$ cat src/rtl/serial_pattern_tx_if.sv
// Request and serial-stream bundle for serial_pattern_tx.
// The slave side is the transmitter; the master side is the requester/observer.
interface serial_pattern_tx_if #(
    parameter int WIDTH    = 8,
    parameter int REPEAT_W = 4
);
    logic                start;
    logic [WIDTH-1:0]    pattern;
    logic [REPEAT_W-1:0] repeat_cnt;
    logic                x;
    logic                x_valid;
    logic                busy;
    logic                done;
    logic [1:0]          present;
    logic [1:0]          next;

    modport master (
        output start, pattern, repeat_cnt,
        input  x, x_valid, busy, done, present, next
    );

    modport slave (
        input  start, pattern, repeat_cnt,
        output x, x_valid, busy, done, present, next
    );
endinterface

$ cat src/rtl/serial_pattern_tx.sv
// Serial pattern transmitter: shifts a captured pattern out MSB-first,
// repeat_cnt times back-to-back, then pulses done for one cycle.
module serial_pattern_tx #(
    parameter int WIDTH    = 8,
    parameter int REPEAT_W = 4
) (
    input  logic               clk,
    input  logic               reset,
    serial_pattern_tx_if.slave bus
);
    localparam int BW = $clog2(WIDTH);

    typedef enum logic [1:0] {
        IDLE  = 2'b00,
        LOAD  = 2'b01,
        SHIFT = 2'b10,
        DONE  = 2'b11
    } state_e;

    state_e              state_q, state_d;
    logic [WIDTH-1:0]    pat_q, pat_d;
    logic [WIDTH-1:0]    shreg_q, shreg_d;
    logic [REPEAT_W-1:0] rep_q, rep_d;
    logic [REPEAT_W-1:0] repcnt_q, repcnt_d;
    logic [BW-1:0]       bitcnt_q, bitcnt_d;
    logic                x_q, x_d;
    logic                xv_q, xv_d;
    logic                busy_q, busy_d;
    logic                done_q, done_d;
    logic                accept;
    logic                last_bit;
    logic                more;

    assign accept   = bus.start && (bus.repeat_cnt != '0);
    assign last_bit = (bitcnt_q == '0);
    assign more     = (repcnt_q > REPEAT_W'(1));

    always_ff @(posedge clk) begin
        if (reset) begin
            state_q  <= IDLE;
            pat_q    <= '0;
            rep_q    <= '0;
            shreg_q  <= '0;
            repcnt_q <= '0;
            bitcnt_q <= '0;
            x_q      <= 1'b0;
            xv_q     <= 1'b0;
            busy_q   <= 1'b0;
            done_q   <= 1'b0;
        end else begin
            state_q  <= state_d;
            pat_q    <= pat_d;
            rep_q    <= rep_d;
            shreg_q  <= shreg_d;
            repcnt_q <= repcnt_d;
            bitcnt_q <= bitcnt_d;
            x_q      <= x_d;
            xv_q     <= xv_d;
            busy_q   <= busy_d;
            done_q   <= done_d;
        end
    end

    // Exit checks look at the counters before they decrement, so nothing wraps.
    always_comb begin
        state_d  = state_q;
        pat_d    = pat_q;
        rep_d    = rep_q;
        shreg_d  = shreg_q;
        repcnt_d = repcnt_q;
        bitcnt_d = bitcnt_q;
        unique case (state_q)
            IDLE: begin
                if (accept) begin
                    pat_d   = bus.pattern;
                    rep_d   = bus.repeat_cnt;
                    state_d = LOAD;
                end
            end
            LOAD: begin
                shreg_d  = pat_q;
                bitcnt_d = BW'(WIDTH - 1);
                repcnt_d = rep_q;
                state_d  = SHIFT;
            end
            SHIFT: begin
                if (!last_bit) begin
                    shreg_d  = shreg_q << 1;
                    bitcnt_d = bitcnt_q - BW'(1);
                end else if (more) begin
                    shreg_d  = pat_q;
                    bitcnt_d = BW'(WIDTH - 1);
                    repcnt_d = repcnt_q - REPEAT_W'(1);
                end else begin
                    shreg_d = shreg_q << 1;
                    state_d = DONE;
                end
            end
            DONE: begin
                state_d = IDLE;
            end
        endcase
        if (reset) begin
            state_d = IDLE;
        end
    end

    // Outputs are registered copies of what the next state will present.
    always_comb begin
        xv_d   = (state_d == SHIFT);
        x_d    = xv_d & shreg_d[WIDTH-1];
        busy_d = (state_d != IDLE);
        done_d = (state_d == DONE);
    end

    assign bus.x       = x_q;
    assign bus.x_valid = xv_q;
    assign bus.busy    = busy_q;
    assign bus.done    = done_q;
    assign bus.present = state_q;
    assign bus.next    = state_d;
endmodule

$ cat src/flat_wrapper.sv
// flat-port wrapper written by rule: the top's interface ports become plain ports
module serial_pattern_tx_flat 
#(
    parameter int WIDTH    = 8,
    parameter int REPEAT_W = 4
)
  (clk, reset, bus_start, bus_pattern, bus_repeat_cnt, bus_x, bus_x_valid, bus_busy, bus_done, bus_present, bus_next);
  serial_pattern_tx_if #(.WIDTH(WIDTH), .REPEAT_W(REPEAT_W)) bus_i ();
  input  logic clk;
  input  logic reset;
  input wire logic [$bits(bus_i.start)-1:0] bus_start;
  input wire logic [$bits(bus_i.pattern)-1:0] bus_pattern;
  input wire logic [$bits(bus_i.repeat_cnt)-1:0] bus_repeat_cnt;
  output wire logic [$bits(bus_i.x)-1:0] bus_x;
  output wire logic [$bits(bus_i.x_valid)-1:0] bus_x_valid;
  output wire logic [$bits(bus_i.busy)-1:0] bus_busy;
  output wire logic [$bits(bus_i.done)-1:0] bus_done;
  output wire logic [$bits(bus_i.present)-1:0] bus_present;
  output wire logic [$bits(bus_i.next)-1:0] bus_next;
  assign bus_i.start = bus_start;
  assign bus_i.pattern = bus_pattern;
  assign bus_i.repeat_cnt = bus_repeat_cnt;
  assign bus_x = bus_i.x;
  assign bus_x_valid = bus_i.x_valid;
  assign bus_busy = bus_i.busy;
  assign bus_done = bus_i.done;
  assign bus_present = bus_i.present;
  assign bus_next = bus_i.next;
  serial_pattern_tx #(.WIDTH(WIDTH), .REPEAT_W(REPEAT_W)) u_core (.clk(clk), .reset(reset), .bus(bus_i));
endmodule
$ cat config.mk
export PLATFORM = sky130hd
export DESIGN_NAME = serial_pattern_tx_flat
export DESIGN_NICKNAME = d
export VERILOG_FILES = /design/src/rtl/serial_pattern_tx_if.sv /design/src/rtl/serial_pattern_tx.sv /design/src/flat_wrapper.sv
export SDC_FILE = /design/constraint.sdc
export NUM_CORES = 1
export LEC_CHECK = 0
export ABC_CLOCK_PERIOD_IN_PS = 3470
export BUFFER_PORTS_ARGS = -buffer_cell sky130_fd_sc_hd__buf_2
export CORE_MARGIN = 2
export CORE_UTILIZATION = 59
export CTS_CLUSTER_SIZE = 25
export DETAILED_ROUTE_END_ITERATION = 8
export GPL_ROUTABILITY_DRIVEN = 0
export PLACE_DENSITY = 0.82
export SETUP_SLACK_MARGIN = 0.5
export SYNTH_ARGS = -nofsm -noshare
export SYNTH_HDL_FRONTEND = slang
export SYNTH_SLANG_ARGS = --single-unit
$ cat constraint.sdc
create_clock -name clk -period 3.47 [get_ports clk]
set_input_delay 0.347 -clock clk [delete_from_list [all_inputs] [get_ports clk]]
set_output_delay 0.347 -clock clk [all_outputs]
set_load 0.1 [all_outputs]
==> key figures <==
Route
  – Detailed-route via count: 1377
  – Routed length per instance: 15.2 µm
  – # DRC: 0
  – First-pass detailed-route iteration total: 5
  – Vias per cell: 6.12
  – Antenna viol nets, final: 0
  – Initial DRC count: 43
  – Routed WL: 3410 µm

Layout
  – Final #Nets: 217
  – Proportion of layout cells with a drive suffix above 1: 19.0%
  – Area growth syn-to-layout: 10.5%
  – Final instance area: 0.00169 mm²
  – Commonest non-fill, non-tap cell in the layout: dfxtp_1
  – Most frequent cells in the layout: dfxtp_1, nor2_1, buf_2, inv_1, a21oi_1
  – Diodes inserted: 0

Floorplan
  – Die Y: 54.9 µm
  – IO Pins: 23
  – Core Area: 0.00248 mm²
  – Die Span X: 54.9 µm
  – Die area: 0.00301 mm²
  – Initial Utilization: 61.7%
  – Row count: 18

Timing
  – Setup TNS: 0 ns
  – Fmax: 0.363 GHz
  – RSZ-0062 raised after global routing: no
  – Fin. max-slew vios: 0
  – Slew headroom: 55.0%
  – Pin slew with the least headroom to its limit: 0.673 ns
  – Fin crit period: 2.75 ns
  – Final Setup Violations: 0
  – Final hold violations: 0
  – Worst clock skew: 0.0147 ns
  – Final Cycle Share: 79.4%

Logic synthesis
  – Synth Warn #: 0
  – Sequential share of the synthesized area: 41.9%
  – Synth Cell Area: 0.00153 mm²
  – Synthesized flop and latch total: 32
  – FFs w/ async S/R, synth: 0%
  – Synth Flop Type: dfxtp_1
  – EDFF count, synth: 0
  – Synth Instances: 175
  – Synth cell types: 37
  – Mapped Avg Cell Area: 8.74 µm²
  – Syn Nets: 198

Clock network
  – Reg clk slew, reported paths: 0.09 ns
  – CTS root buf: clkbuf_4
  – CTS tree: yes
  – Longest Clk Path Bufs: 2
  – Inserted Clock Buffers: 5
  – CTS Sinks: 32
  – Clock Latency Late Sink: 0.34 ns
  – PostCTS Resize Cnt: 0
  – Postcts setup bufs: 0
  – # hold bufs at CTS: 0
  – Htree depth: 2

Run status
  – Run status: finished clean

Global routing
  – Initial antenna violation count: 0
  – Total congestion overflow: 0
  – Largest net degree at the start of global routing: 31
  – Global-route wire length before repair: 5650 µm
  – Vias in the first global route: 1308
  – Total global-route track usage: 26.9%

Power and ir drop
  – Static leakage: 0.706 nW
  – VDD IR-drop max: 631 µV
  – Total power: 0.00131 W
  – P per Cell Area: 776 mW/mm²

Critical path
  – CP cell instances: inv_1, ha_1, nand2b_1, o311a_1, nor2_4, buf_2
  – Worst EP required: 3.12 ns
  – CP startpoint kind: flop
  – R2R setup slack: 1.07 ns
  – CP max FO: 17
  – CP arrival: 2.41 ns
  – Worst Setup Path Type: flop to output port
  – Worst r2r src: u_core.bus.present[0]
  – CP peak stage delay: 0.54 ns
  – Worst Setup SP: u_core.bus.present[0]
  – CP endpoint kind: output port
  – Slowest cell on crit path: ha_1

Hold path
  – HP Class: input port to flop
  – Hold path start: bus_pattern[4]

Job
  – Max-Cap Viols: 0

Place
  – IO Port Bufs: 22
  – Post-DP Area: 0.00163 mm²
  – Hpwl dp: 2370 µm
## registers in the layout (all words and copies together), names as in the netlist
register and count:
u_core.bus.busy 1, u_core.bus.x_valid 1, u_core.repcnt_q 4, u_core.bus.x 1, u_core.bitcnt_q 3, u_core.bus.done 1
u_core.pat_q 8, u_core.rep_q 4, u_core.bus.present 2, u_core.shreg_q 7
## synthesized netlist by cell type (all sizes together) (3+ instances only)
cell type,number,share of area (%)
dfxtp,32,42
nor2,26,6.5
inv,12,2.9
a211oi,10,5.7
a21oi,10,3.3
o21ai,10,3.5
nand2,9,2.2
nand3,9,2.9
ha,8,6.5
mux2i,8,5.2
a31oi,7,2.9
clkbuf,7,1.7
buf,3,1.8
nor3,3,0.98
## power by group
part	internal (W)	switching, W
registers	0.000440	0.0000472
clock network	0.0000998	0.000120
logic	0.000175	0.000429
total	0.000715	0.000596
## through the flow
stage	std cells	setup slack [ns]	utilization, %	hold WS, ns
6_report	225	0.716	68.2	0.250
5_1_grt	225	0.560	68.2	0.245
4_1_cts	225	0.721	68.2	0.239
3_5_place_dp	217	1.09	65.8	0.457
3_3_place_gp	217	1.22	65.8	0.451
2_1_floorplan	175	0.710	-	0.423
## critical path: cells and delay by family, from the launching register on
kind | cells | cell delay (ns)
AO/OA/AOI/OAI | 1 | 0.40
buffers and inverters | 2 | 0.54
flip-flops | 1 | 0.35
adder cells (fa/ha/maj) | 1 | 0.54
AND/OR/NAND/NOR | 2 | 0.24
## metal layers
layer | routed length, µm | vias to the layer above | GRT usage [%]
li1 | - | 670 | -
met5 | 0 | - | 0
met2 | 1710 | 52 | 43.1
met4 | 55 | 0 | 12.6
met3 | 200 | 8 | 9.14
met1 | 1450 | 647 | 32.4
## final cells by class
class / instances / area [µm²]
Sequential cell: 32 / 641
Clock buffer: 8 / 58.8
Timing Repair Buffer: 22 / 110
Tap cell: 30 / 37.5
Inverter: 12 / 45.0
Multi-Input combinational cell: 121 / 797
Fill cell: 219 / 788
## logic make-up after synthesis
family          after synthesis  synth area share, %
mux                           8                 5.24
fa+ha+maj                     8                 6.55
flops                        32                 41.9
simple gates                 53                 15.5
buf+inv                      22                 6.46
compound gates               52                 24.3
## worst paths after layout
kind | cells past startpoint | endpoint
worst max-delay path | 6 | bus_next[0]
worst min-delay path | 3 | u_core.pat_q[4]
worst max register to register | 6 | u_core.bus.x
worst min register to register | 2 | u_core.shreg_q[0]
Power figures use the tool's default switching activity.
